$ cat src/rtl/pig_status_tracker.sv
// Per-level pig alive/dying bookkeeping; hits collected per frame and committed on startOfFrame.
// Masks/score/kill_pulse update one cycle after the commit edge; pigs_left is combinational; no backpressure.
module pig_status_tracker #(
  parameter int                  MAX_PIGS     = 4,
  parameter int                  NUM_LEVELS   = 2,
  parameter logic [MAX_PIGS-1:0] LEVEL0_MASK  = 4'b0011,
  parameter logic [MAX_PIGS-1:0] LEVEL1_MASK  = 4'b1111,
  parameter int                  DEATH_FRAMES = 8,
  parameter int                  PIG_POINTS   = 500,
  parameter int                  SCORE_MAX    = 9999
) (
  input  logic                clk,
  input  logic                resetN,
  input  logic                startOfFrame,
  input  logic                collision_bird_pig,
  input  logic [2:0]          pig_index,
  input  logic [3:0]          current_level,
  output logic [MAX_PIGS-1:0] pig_alive_mask,
  output logic [MAX_PIGS-1:0] pig_dying_mask,
  output logic                pigs_left,
  output logic                kill_pulse,
  output logic [13:0]         score
);

  logic [MAX_PIGS-1:0]      alive_q, alive_d;
  logic [MAX_PIGS-1:0]      dying_q, dying_d;
  logic [MAX_PIGS-1:0]      pend_q, pend_d;
  logic [MAX_PIGS-1:0][3:0] cnt_q, cnt_d;
  logic [3:0]               level_q, level_d;
  logic [13:0]              score_q, score_d;
  logic                     kill_q, kill_d;
  logic [MAX_PIGS-1:0]      hit_vec;
  logic [MAX_PIGS-1:0]      kill_set;
  int                       n_kill;
  int                       score_sum;

  always_comb begin
    alive_d   = alive_q;
    dying_d   = dying_q;
    pend_d    = pend_q;
    cnt_d     = cnt_q;
    level_d   = level_q;
    score_d   = score_q;
    kill_d    = 1'b0;
    hit_vec   = '0;
    kill_set  = '0;
    n_kill    = 0;
    score_sum = 0;

    // Only live pigs can be hit; dying, dead and out-of-range slots are dropped here.
    for (int i = 0; i < MAX_PIGS; i++) begin
      hit_vec[i] = collision_bird_pig && (int'(pig_index) == i) && alive_q[i];
    end

    if (current_level != level_q) begin
      level_d = current_level;
      if (current_level == 4'd0)      alive_d = LEVEL0_MASK;
      else if (current_level == 4'd1) alive_d = LEVEL1_MASK;
      else                            alive_d = '0;
      dying_d = '0;
      pend_d  = '0;
      cnt_d   = '0;
    end else if (startOfFrame) begin
      kill_set = pend_q & alive_q;
      for (int i = 0; i < MAX_PIGS; i++) begin
        if (cnt_q[i] != 4'd0) begin
          cnt_d[i] = cnt_q[i] - 4'd1;
          if (cnt_q[i] == 4'd1) dying_d[i] = 1'b0;
        end
        // A fresh kill restarts the countdown regardless of the decrement above.
        if (kill_set[i]) begin
          alive_d[i] = 1'b0;
          dying_d[i] = 1'b1;
          cnt_d[i]   = 4'(DEATH_FRAMES);
          n_kill     = n_kill + 1;
        end
      end
      score_sum = int'(score_q) + PIG_POINTS * n_kill;
      score_d   = (score_sum > SCORE_MAX) ? 14'(SCORE_MAX) : 14'(score_sum);
      kill_d    = (n_kill != 0);
      pend_d    = hit_vec;
    end else begin
      pend_d = pend_q | hit_vec;
    end
  end

  always_ff @(posedge clk or negedge resetN) begin
    if (!resetN) begin
      alive_q <= LEVEL0_MASK;
      dying_q <= '0;
      pend_q  <= '0;
      cnt_q   <= '0;
      level_q <= 4'd0;
      score_q <= 14'd0;
      kill_q  <= 1'b0;
    end else begin
      alive_q <= alive_d;
      dying_q <= dying_d;
      pend_q  <= pend_d;
      cnt_q   <= cnt_d;
      level_q <= level_d;
      score_q <= score_d;
      kill_q  <= kill_d;
    end
  end

  // Held high across a level change and in game over so the controller never double-advances.
  assign pigs_left      = (|(alive_q | dying_q)) || (current_level != level_q) ||
                          (int'(current_level) >= NUM_LEVELS);
  assign pig_alive_mask = alive_q;
  assign pig_dying_mask = dying_q;
  assign kill_pulse     = kill_q;
  assign score          = score_q;

endmodule

$ cat config.mk
export PLATFORM = sky130hd
export DESIGN_NAME = pig_status_tracker
export DESIGN_NICKNAME = d
export VERILOG_FILES = /design/src/rtl/pig_status_tracker.sv
export SDC_FILE = /design/constraint.sdc
export NUM_CORES = 1
export LEC_CHECK = 0
export BUFFER_PORTS_ARGS = -buffer_cell sky130_fd_sc_hd__buf_2
export CAP_MARGIN = 0
export CORE_UTILIZATION = 40
export DETAILED_ROUTE_END_ITERATION = 10
export SLEW_MARGIN = 10
export SYNTH_ARGS = -nofsm -noshare
export SYNTH_HDL_FRONTEND = slang
export SYNTH_SLANG_ARGS = --single-unit
$ cat constraint.sdc
create_clock -name clk -period 9.3 [get_ports clk]
set_input_delay 0.465 -clock clk [delete_from_list [all_inputs] [get_ports clk]]
set_output_delay 0.465 -clock clk [all_outputs]
set_load 0.03 [all_outputs]
==> flow_summary.toml <==
[setup_path]
cp-start-kind = "flop"
worstSetupPathType = "flop to flop"
max_stage_delay_ns = 0.60
rr_worst_depth = 27
end_kind = "flop"
crit_start = "pig_alive_mask[1]$_DFFE_PN1P_"
r2r_setup_slack_ns = 1.94
crit_arrival_ns = 7.56
r2r_end = "score[2]$_DFFE_PN0P_"
slowest_stage = "dfstp_2"
critPathTopFamily = "adder cells"
r2r-start = "pig_alive_mask[1]$_DFFE_PN1P_"
cp.required_ns = 9.51
crit_path_end = "score[2]$_DFFE_PN0P_"
cp_num_buf_inv = 5
crit_fanout = 8
path_common_cell = "ha_1"
path_depth = 27

[layout]
final_cell_area_sq_um = 4390
syn_to_final_growth_pct = 8.73
n_antenna_cell = 0
fin_nets = 561
drive_above_1_share_pct = 13.2

[timing]
setup_violations = 0
maxSlewViolCount = 0
tightestPinTransition_ns = 0.648
fin_skew_ns = 0.00646
period_share_pct = 79.1
hold_viol = 0
rsz0062_at_grt = "no"
fmax_ghz = 0.136
finalCriticalPeriod_ns = 7.36
relSlewSlack_pct = 56.8
tns_ns = 0

[die]
ios = 35
core-area_sq_um = 9770
die_h_um = 103
dieArea_sq_um = 10500
die_x_um = 103
rows = 36
start_util_pct = 41.3

[yosys]
synthArstFlopShare_pct = 100
ys.flop_type = "dfrtp_1"
seq_area_frac_synth_pct = 28.5
syn_area_per_cell_sq_um = 8.73
netlist_area_sq_um = 4040
ys_types = 75
synth-seq-cells = 46
yosysWarnings = 0
syn_inst = 463
synth_edf_count = 0

[place]
port_buffers = 34
hpwlAfterDp_um = 7600
place_congestion = 0.880
dpl_cell_area_sq_um = 4310

[clocking]
ctsHoldBuffers = 0
h-tree-depth = 2
cts_resized = 0
post_cts_buffers = 0
clk_pin_slew_ns = 0.09
clkSinkCount = 46
numCtsBuffers = 5
cts_tree = "yes"
root_buffer = "clkbuf_8"
clockBufferDepth = 2
insertion_delay_ns = 0.31

[grt]
grt_antenna_before_repair = 0
track_usage_pct = 19.4
grt_pass1_wl_um = 15800
grt_max_degree = 47
overflow = 0
grt_pass1_vias = 3302

[detailed_routing]
routed_wl_um = 9670
drtPass1Iterations = 4
ant_nets = 0
avgRoutedWirePerCell_um = 15.4
num_vias = 3496
routed_via_density = 5.58
drtIter0Drc = 153
drc = 0

[job]
cap_violations = 0

[pwr]
peakVddDrop_v = 0.0000713
leakage_nw = 2.10
pwr_density_cell_nw_per_um2 = 155

[min_path]
hp-class = "primary input to asynchronous set/reset pin"

[outcome]
status = "finished clean"
[worst register-to-register path: cells and delay by family, from the launching register on]
kind / cells / cell delay [ns]
AOI/OAI and AO/OA: 10 / 2.52
buffers and inverters: 5 / 0.52
and+or+nand+nor: 3 / 0.47
adders and majority gates: 8 / 2.88
DFF: 1 / 0.60
xor gates and xnor gates: 1 / 0.26
[cells in the final DEF, fill, tap and decap left out, drive strengths merged, types with 3 or more instances in the layout]
cell type / count
o21ai: 31
xor2: 6
nor2b: 7
inv: 35
and2: 7
conb: 7
a21oi: 32
o21bai: 3
buf: 36
o31ai: 7
a32o: 5
nor4: 4
o21a: 4
ha: 52
a31oi: 5
a21o: 4
nand3: 12
nand2: 47
fa: 6
or3: 5
xnor2: 16
a31o: 3
nand4: 10
or4: 4
clkbuf: 6
o211ai: 7
and4: 4
nor2: 26
and3: 5
nor3: 14
dfrtp: 44
[how the worst min path moves through the flow]
stage / start / to / slack [ns] / depth (start not counted)
3_5_place_dp: score[7]$_DFFE_PN0P_ / score[7]$_DFFE_PN0P_ / 0.49 / 2
6_report: resetN / cnt_q[4]$_DFFE_PN0P_ / 0.25 / 2
2_1_floorplan: resetN / cnt_q[0]$_DFFE_PN0P_ / 0.17 / 0
5_1_grt: current_level[1] / level_q[1]$_DFFE_PN0N_ / 0.29 / 1
3_3_place_gp: score[7]$_DFFE_PN0P_ / score[7]$_DFFE_PN0P_ / 0.48 / 2
4_1_cts: resetN / cnt_q[4]$_DFFE_PN0P_ / 0.27 / 2
[cells in the mapped netlist (6+ instances only)]
cell / number / area (sq um)
nand2_1: 46 / 173
inv_1: 35 / 131
xnor2_1: 16 / 140
fa_1: 6 / 120
nor2b_1: 7 / 43.8
o211ai_1: 7 / 52.6
nor2_1: 26 / 97.6
a21oi_1: 31 / 155
o31ai_1: 6 / 45.0
nand4_1: 10 / 62.6
xor2_1: 6 / 52.6
ha_1: 52 / 651
nand3_1: 12 / 60.1
nor3_1: 14 / 70.1
o21ai_0: 26 / 130
dfrtp_1: 44 / 1100
clkbuf_1: 13 / 48.8
[layout make-up]
class	instances	area, sq um
clock inverter	2	10.0
fill	1004	5380
inverter	35	131
sequential	46	1150
timing repair buffer	36	185
tap	133	166
multi-input combinational	368	2680
clock buffer	6	72.6
[layer usage]
metal / vias up / GRT usage [%] / share of wire (%)
met5: - / 0 / 0
met3: 15 / 3.39 / 5.3
li1: 1730 / - / -
met2: 93 / 31.3 / 47
met4: 0 / 6.48 / 2.0
met1: 1658 / 26.3 / 46
[metrics by stage]
stage | hold slack (ns) | util [%] | power (mW) | cells | setup slack [ns]
after CTS | 0.275 | 45.0 | 0.685 | 626 | 1.92
after floorplan | 0.169 | - | 0.480 | 468 | 2.72
final | 0.247 | 45.0 | 0.681 | 626 | 1.94
after detailed placement | 0.492 | 44.1 | 0.557 | 618 | 1.93
after global routing | 0.287 | 45.0 | 0.729 | 626 | 1.29
after global placement | 0.482 | 44.1 | 0.555 | 618 | 2.26
[power breakdown]
| group | internal, mW | total, mW | switching, mW |
|---|---|---|---|
| sequential | 0.223 | 0.245 | 0.0225 |
| combinational | 0.114 | 0.312 | 0.198 |
| clock | 0.0523 | 0.124 | 0.0713 |
| total | 0.389 | 0.681 | 0.292 |
[state kept, by name, indices dropped and copies added (netlist names)]
signal,flops
cnt_q,16
score,13
level_q,4
pend_q,4
pig_alive_mask,4
pig_dying_mask,4
kill_pulse,1
[kinds of logic (layout without fill, tap and decap cells)]
group | after synthesis | in the layout | synth area share (%)
compound gates | 121 | 121 | 20.4
buf+inv | 54 | 79 | 5.73
mux | 2 | 2 | 0.495
simple gates | 158 | 158 | 20.8
xor+xnor | 22 | 22 | 4.77
flops | 46 | 46 | 28.5
other cells | 2 | 7 | 0.186
fa+ha+maj | 58 | 58 | 19.1
Note: power is estimated with default switching activity, not from simulation.
